## src/rtl/ntt_frame_ctrl.sv

```systemverilog
// ntt_frame_ctrl
// Frame sequencer for the NTT/INTT pipelines. It streams PAIRS coefficient
// pairs out of the coefficient RAM into the selected pipeline. Each output pair
// is written back to the RAM in arrival order. A watchdog aborts the job if the
// pipeline stops producing outputs while draining.
module ntt_frame_ctrl #(
  parameter  int DATA_WIDTH = 12,
  parameter  int PAIRS      = 128,
  parameter  int TIMEOUT    = 1024,
  localparam int AW         = $clog2(PAIRS)
) (
  input  logic                  clk,
  input  logic                  rst,
  input  logic                  req_valid,
  input  logic                  req_inv,
  output logic                  req_ready,
  output logic                  rd_en,
  output logic [AW-1:0]         rd_addr,
  input  logic [DATA_WIDTH-1:0] rd_data1,
  input  logic [DATA_WIDTH-1:0] rd_data2,
  output logic                  ntt_in_en,
  output logic                  intt_in_en,
  output logic [DATA_WIDTH-1:0] dp_in1,
  output logic [DATA_WIDTH-1:0] dp_in2,
  input  logic                  ntt_out_en,
  input  logic                  intt_out_en,
  input  logic [DATA_WIDTH-1:0] ntt_out1,
  input  logic [DATA_WIDTH-1:0] ntt_out2,
  input  logic [DATA_WIDTH-1:0] intt_out1,
  input  logic [DATA_WIDTH-1:0] intt_out2,
  output logic                  wr_en,
  output logic [AW-1:0]         wr_addr,
  output logic [DATA_WIDTH-1:0] wr_data1,
  output logic [DATA_WIDTH-1:0] wr_data2,
  output logic                  busy,
  output logic                  done,
  output logic                  err
);

  localparam int              WDW      = $clog2(TIMEOUT + 1);
  localparam logic [AW-1:0]   LAST_IDX = AW'(PAIRS - 1);
  localparam logic [WDW-1:0]  WD_LIMIT = WDW'(TIMEOUT - 1);

  typedef enum logic [1:0] {
    S_IDLE   = 2'd0,
    S_FEED   = 2'd1,
    S_DRAIN  = 2'd2,
    S_FINISH = 2'd3
  } state_e;

  state_e         state_q, state_d;
  logic           mode_q;      // 0 = forward NTT, 1 = inverse NTT
  logic [AW-1:0]  rd_cnt_q;
  logic [AW-1:0]  out_cnt_q;
  logic [WDW-1:0] wd_cnt_q;
  logic           in_en_q;     // RAM data valid this cycle (read issued last cycle)

  logic collecting;
  logic sel_out_en;
  logic out_acc;
  logic last_out;
  logic last_rd;
  logic timeout;

  // Outputs are collected only while a job is streaming or draining. Only the
  // pipeline that matches the job mode is listened to.
  assign collecting = (state_q == S_FEED) || (state_q == S_DRAIN);
  assign sel_out_en = mode_q ? intt_out_en : ntt_out_en;
  assign out_acc    = collecting && sel_out_en;
  assign last_out   = out_acc && (out_cnt_q == LAST_IDX);
  assign last_rd    = (state_q == S_FEED) && (rd_cnt_q == LAST_IDX);
  assign timeout    = (state_q == S_DRAIN) && (wd_cnt_q == WD_LIMIT) && !out_acc;

  // State register
  always_ff @(posedge clk) begin
    if (rst) state_q <= S_IDLE;
    else     state_q <= state_d;
  end

  // Next-state logic; completion takes priority over the end of the read phase
  always_comb begin
    state_d = state_q;
    case (state_q)
      S_IDLE:   if (req_valid) state_d = S_FEED;
      S_FEED: begin
        if (last_out)     state_d = S_FINISH;
        else if (last_rd) state_d = S_DRAIN;
      end
      S_DRAIN: begin
        if (last_out)     state_d = S_FINISH;
        else if (timeout) state_d = S_IDLE;
      end
      default:            state_d = S_IDLE;
    endcase
  end

  // Job mode, read/write counters and drain watchdog
  always_ff @(posedge clk) begin
    if (rst) begin
      mode_q    <= 1'b0;
      rd_cnt_q  <= '0;
      out_cnt_q <= '0;
      wd_cnt_q  <= '0;
    end else begin
      if (state_q == S_IDLE && req_valid) begin
        mode_q    <= req_inv;
        rd_cnt_q  <= '0;
        out_cnt_q <= '0;
        wd_cnt_q  <= '0;
      end else begin
        if (state_q == S_FEED) rd_cnt_q <= rd_cnt_q + 1'b1;
        // out_cnt holds at the last index so surplus pulses can never wrap it
        if (out_acc && out_cnt_q != LAST_IDX) out_cnt_q <= out_cnt_q + 1'b1;
        if (out_acc)                  wd_cnt_q <= '0;
        else if (state_q == S_DRAIN)  wd_cnt_q <= wd_cnt_q + 1'b1;
      end
    end
  end

  // Input strobe follows the read strobe by one cycle. It is dropped when the
  // job ends early, either by completion or by timeout.
  always_ff @(posedge clk) begin
    if (rst) in_en_q <= 1'b0;
    else     in_en_q <= (state_q == S_FEED) &&
                        (state_d == S_FEED || state_d == S_DRAIN);
  end

  // Output decode
  always_comb begin
    req_ready  = (state_q == S_IDLE);
    busy       = (state_q != S_IDLE);
    done       = (state_q == S_FINISH);
    err        = timeout;
    rd_en      = (state_q == S_FEED);
    rd_addr    = (state_q == S_FEED) ? rd_cnt_q : '0;
    ntt_in_en  = in_en_q && !mode_q;
    intt_in_en = in_en_q && mode_q;
    dp_in1     = in_en_q ? rd_data1 : '0;
    dp_in2     = in_en_q ? rd_data2 : '0;
    wr_en      = out_acc;
    wr_addr    = out_acc ? out_cnt_q : '0;
    wr_data1   = '0;
    wr_data2   = '0;
    if (out_acc) begin
      wr_data1 = mode_q ? intt_out1 : ntt_out1;
      wr_data2 = mode_q ? intt_out2 : ntt_out2;
    end
  end

endmodule

```

## config.mk

```make
export PLATFORM = sky130hd
export DESIGN_NAME = ntt_frame_ctrl
export DESIGN_NICKNAME = d
export VERILOG_FILES = /design/src/rtl/ntt_frame_ctrl.sv
export SDC_FILE = /design/constraint.sdc
export NUM_CORES = 1
export LEC_CHECK = 0
export CORE_UTILIZATION = 37
export CTS_CLUSTER_DIAMETER = 200
export DETAILED_ROUTE_END_ITERATION = 16
export PLACE_DENSITY = 0.86
export REMOVE_ABC_BUFFERS = 1
export SYNTH_ARGS = -nofsm -noshare
export SYNTH_HDL_FRONTEND = slang
export SYNTH_SLANG_ARGS = --single-unit
```

## constraint.sdc

```tcl
create_clock -name clk -period 6.38 [get_ports clk]
set_clock_uncertainty 0.2 [all_clocks]
set_input_delay 1.276 -clock clk [delete_from_list [all_inputs] [get_ports clk]]
set_output_delay 1.276 -clock clk [all_outputs]
set_load 0.01 [all_outputs]
```

# Yosys cells after proc, flatten, opt, wreduce, memory -nomap -nowiden
# Cells that the tools add are included.
[word_totals]
inputBits = 78
out_inout_bits = 70
regBits = 29
[classes]
addsub = 3
muxes = 15
reduce_logical = 18
eq_ne = 9
[op_table]
columns = ["operator", "count"]
rows = [
  ["12-bit two-way mux", 6],
  ["7-bit by 1-bit adder with 7-bit output, second input constant", 2],
  ["7-bit == test, second input constant", 2],
  ["7-bit two-way mux", 2],
  ["11-bit by 1-bit adder with 11-bit output, second input constant", 1],
  ["11-bit by 10-bit == test with 1-bit output, second input constant", 1],
  ["1-bit logical AND", 10],
  ["2-bit two-way mux", 5],
  ["7-bit != test, second input constant", 1],
  ["2-bit == test, second input constant", 3],
  ["2-bit one-hot mux with 3 select lines", 1],
  ["2-bit by 1-bit == test with 1-bit output, second input constant", 2],
  ["3-bit OR reduction", 1],
  ["1-bit zero test", 2],
  ["2-bit zero test", 1],
  ["1-bit logical OR", 2],
  ["2-bit nonzero test", 1],
  ["2-bit OR reduction", 1],
  ["1-bit two-way mux", 1],
]

# Depth between registers and ports, before layout
[depth]
ltp_word = 11
mapped_depth = 9
mapped_depth_nobuf = 8

# Worst setup path after synthesis
# No wires, ideal clock.
[synth_timing]
path_type = "input to output"
from = "input port ntt_out_en"
to = "output port wr_data1[0]"
path_buffers = 1
cell_stages = 4
t_arrival_ps = 2083
slack_ps = 2821
t_required_ps = 4904
cell_sequence = "mux2_4 > nand2_8 > clkbuf_1 > nor2_1"
[synth_via]
elab_chain_cells = 3
[synth_lines]
columns = ["element", "line_no", "text"]
rows = [
  ["from (decl)", "25", "input logic ntt_out_en,"],
  ["1-bit two-way mux", "68", "assign sel_out_en = mode_q ? intt_out_en : ntt_out_en;"],
  ["1-bit logical AND", "69", "assign out_acc = collecting && sel_out_en;"],
  ["12-bit two-way mux", "144", "if (out_acc) begin"],
  ["to (decl)", "33", "output logic [DATA_WIDTH-1:0] wr_data1,"],
]
# Every way passes these cells.

# Final worst setup path
[layout_timing]
from = "input port ntt_out_en"
to = "output port err"
[layout_via]
elab_chain_cells = 4
[layout_lines]
columns = ["element", "line_no", "text"]
rows = [
  ["1-bit two-way mux", "68", ""],
  ["1-bit logical AND", "69", ""],
  ["1-bit zero test", "72", "assign timeout = (state_q == S_DRAIN) && (wd_cnt_q == WD_LIMIT) && !out_acc;"],
  ["1-bit logical AND", "72", ""],
  ["to (decl)", "37", "output logic err"],
]
# Every way passes these cells.

==> impl_results.md <==
- Most frequent CP cell: clkdlybuf4s50_1
- Vias in the first global route: 1,957
- GRT Residual Overflow: 0
- Tot GR Track Use: about a fifth
- EDFF count, synth: 0
- Hold crit path type: flop to flop
- Area growth, synth to finish: 80.1%
- Dominant cell by count in the synthesized netlist: nor2_1
- Dpl hpwl: 5.18 mm
- Post-CTS Hold Buffers: 0
- Clock H-tree levels: 2
- WP data arrival: roughly 3.0 ns
- Highest-delay cell along the critical path: clkdlybuf4s50_1
- Largest stage delay on the critical path: 0.57 ns
- Global-route wire length before repair: 8.88 mm
- WL final: between 6 and 7 mm
- Endpoints failing hold: 0
- PD cells: 143 nW/um^2
- Worst-path maximum fanout: 28
- Fin area: between 3000 and 4000 um^2
- # Post-CTS Setup Buffers: 0
- Site row count: 26
- Clock-pin slew on the worst setup and hold paths: around 0.06 ns
- Max Clk Rate: between 0.2 and 0.25 GHz
- Multi-input logic area: roughly 1400 um^2
- Synthesized cell area: around 2000 um^2
- Layout cell share with drive strength beyond 1: 3.54%
- Routed length per instance: about 14 um
- Ys async rst share: 0%
- Antenna fix cells: 0
- Vias: 2,227
- FF+latch area: 581 um^2
- Largest net degree at the start of global routing: 29
- DRT Pass-1 Iters: 4
- Die W: 75.5 um
- Top cells by area, synth: dfxtp_1 29%, mux2i_1 14%, and2_1 10%, nor2_1 9.2%, xor2_1 6.1%
- Startpoint Class: input port
- CTS root buffer: clkbuf_8
- RSZ-0062 raised after global routing: no
- CP cell instances: clkdlybuf4s50_1 > mux2_4 > nand2_8 > inv_4 > nor3_1 > clkdlybuf4s50_1
- Min Tclk post-route: ~4.5 ns
- Nets@finish: approximately 480
- Post-synthesis register bit count: 29
- DRC errors left: 0
- CTS tree: built
- Register area share after synthesis: 29.0%
- Tcrit/Tclk final: 70.6%
- Critical path required time: 4.90 ns
- Antenna violations before repair: 0
- Maxcap violations: 0
- Bufs on Longest Clock Path: 2
- Antenna Nets Post-Route: 0
- Final TNS setup: 0 ns
- Worst skew pair latency: ~0.27 ns
- Die height: 75.5 um
- Status: complete, no violations
- Post-synthesis average cell area: 7.94 um^2
- Slew HR: between 60 and 70%
- Setup Viol. Count Final: 0
- Ys flop type: dfxtp_1
- Crit end category: output pin
- Cell taking the most area after synthesis: dfxtp_1
- Synth top area share: around 29%
- Starting density of the core: approximately two fifths
- Port buffer count: 147
- Least-Margin Pin Slew: roughly 0.58 ns
- Post-synth cell types: 33
- Post_cts resized: 0
- Syn. warnings: 0
- Post-DP Area: around 3500 um^2
- Initial drt markers: 51
- Max rail drop VDD: about 160 uV
- Commonest cells in the netlist: 49 x nor2_1, 33 x and2_1, 29 x dfxtp_1
- Sink Count: 29
- Setup Crit Path Kind: input port to output pin
- Core area: around 5200 um^2
- Filler instances: between 400 and 500
- Inserted Clock Buffers: 5
- IO Pins: 148
- Fin. max-slew vios: 0
- Drt via density: ~4.8
- Core Util, Final: between 60% and 70%
- Leakage: between 0.001 and 0.0015 uW
- Final Wtd Congestion: slightly above 0.8
- Mapped Cells: approximately 250
- Die area: roughly 5700 um^2
[kinds of logic (layout without fill, tap and decap cells)]
family                     Yosys count  after routing  synth area share [%]
DFF                                 29             29                  29.0
xor gates and xnor gates            18             18                  7.88
muxes                               28             28                  14.3
and+or+nand+nor                    139            139                  35.7
adders and majority gates            7              7                  4.38
buffers and inverters               15            159                  3.38
AOI/OAI and AO/OA                   16             16                  5.38
[report_power, final]
part / leakage, uW / internal [uW] / switching [uW] / total, uW
combinational: 0.00107 / 104 / 72.9 / 177
clock: 0.0000443 / 85.3 / 62.3 / 148
sequential: 0.000234 / 185 / 5.75 / 190
total: 0.00134 / 374 / 141 / 515
[cell usage in the layout, fill, tap and decap left out, drive strengths merged, types with 2 or more instances in the layout]
master         count
nand3              9
xor2              14
and2              33
ha                 7
dfxtp             29
nor2b              2
a21oi              7
and3              10
nand2             17
clkbuf             7
nand2b             2
xnor2              4
nand4              6
nor3               2
or2                2
or3                3
clkdlybuf4s50    147
inv                4
o21ai              4
and4               3
mux2i             27
nor2              50
[sequential cells by signal, indices dropped and copies added (netlist names)]
register,flops
out_cnt_q,7
rd_cnt_q,7
in_en_q,1
wd_cnt_q,11
mode_q,1
state_q,2
[worst max-delay path: cells and delay by family]
family	cells	cell delay, ns
muxes	1	0.33
buffers and inverters	3	1.03
and+or+nand+nor	2	0.38
[area by class of cell]
cell class	count	area share [%]
clock buffers	7	2.40
inverters	4	0.486
multi-input cells	208	37.5
flip-flops and latches	29	16.1
well taps	70	2.43
repair buffers	148	41.0
[path summary, 6_finish.rpt]
check,start,to,slack (ns),cells after the start
max,ntt_out_en,err,1.87,6
min,wd_cnt_q[10],wd_cnt_q[10],0.29,2
max reg2reg,state_q[0],in_en_q,3.95,8
min reg2reg,wd_cnt_q[10],wd_cnt_q[10],0.29,2
[metal layers]
layer,GRT usage [%],up-vias,wire length (um)
met5,0,-,0
met4,6.38,0,64
met3,4.63,9,469
met2,37.3,79,3350
met1,24.2,1004,2560
li1,-,1135,-
[through the flow]
stage | power (uW) | setup WS, ns | cells | hold WS (ns)
after floorplan | 268 | 2.79 | 241 | 0.243
after global placement | 368 | 1.84 | 459 | 0.260
after detailed placement | 371 | 1.84 | 459 | 0.283
after CTS | 521 | 1.84 | 466 | 0.291
after global routing | 543 | 1.77 | 466 | 0.327
final | 515 | 1.87 | 466 | 0.287
Note: power is estimated with default switching activity, not from simulation.
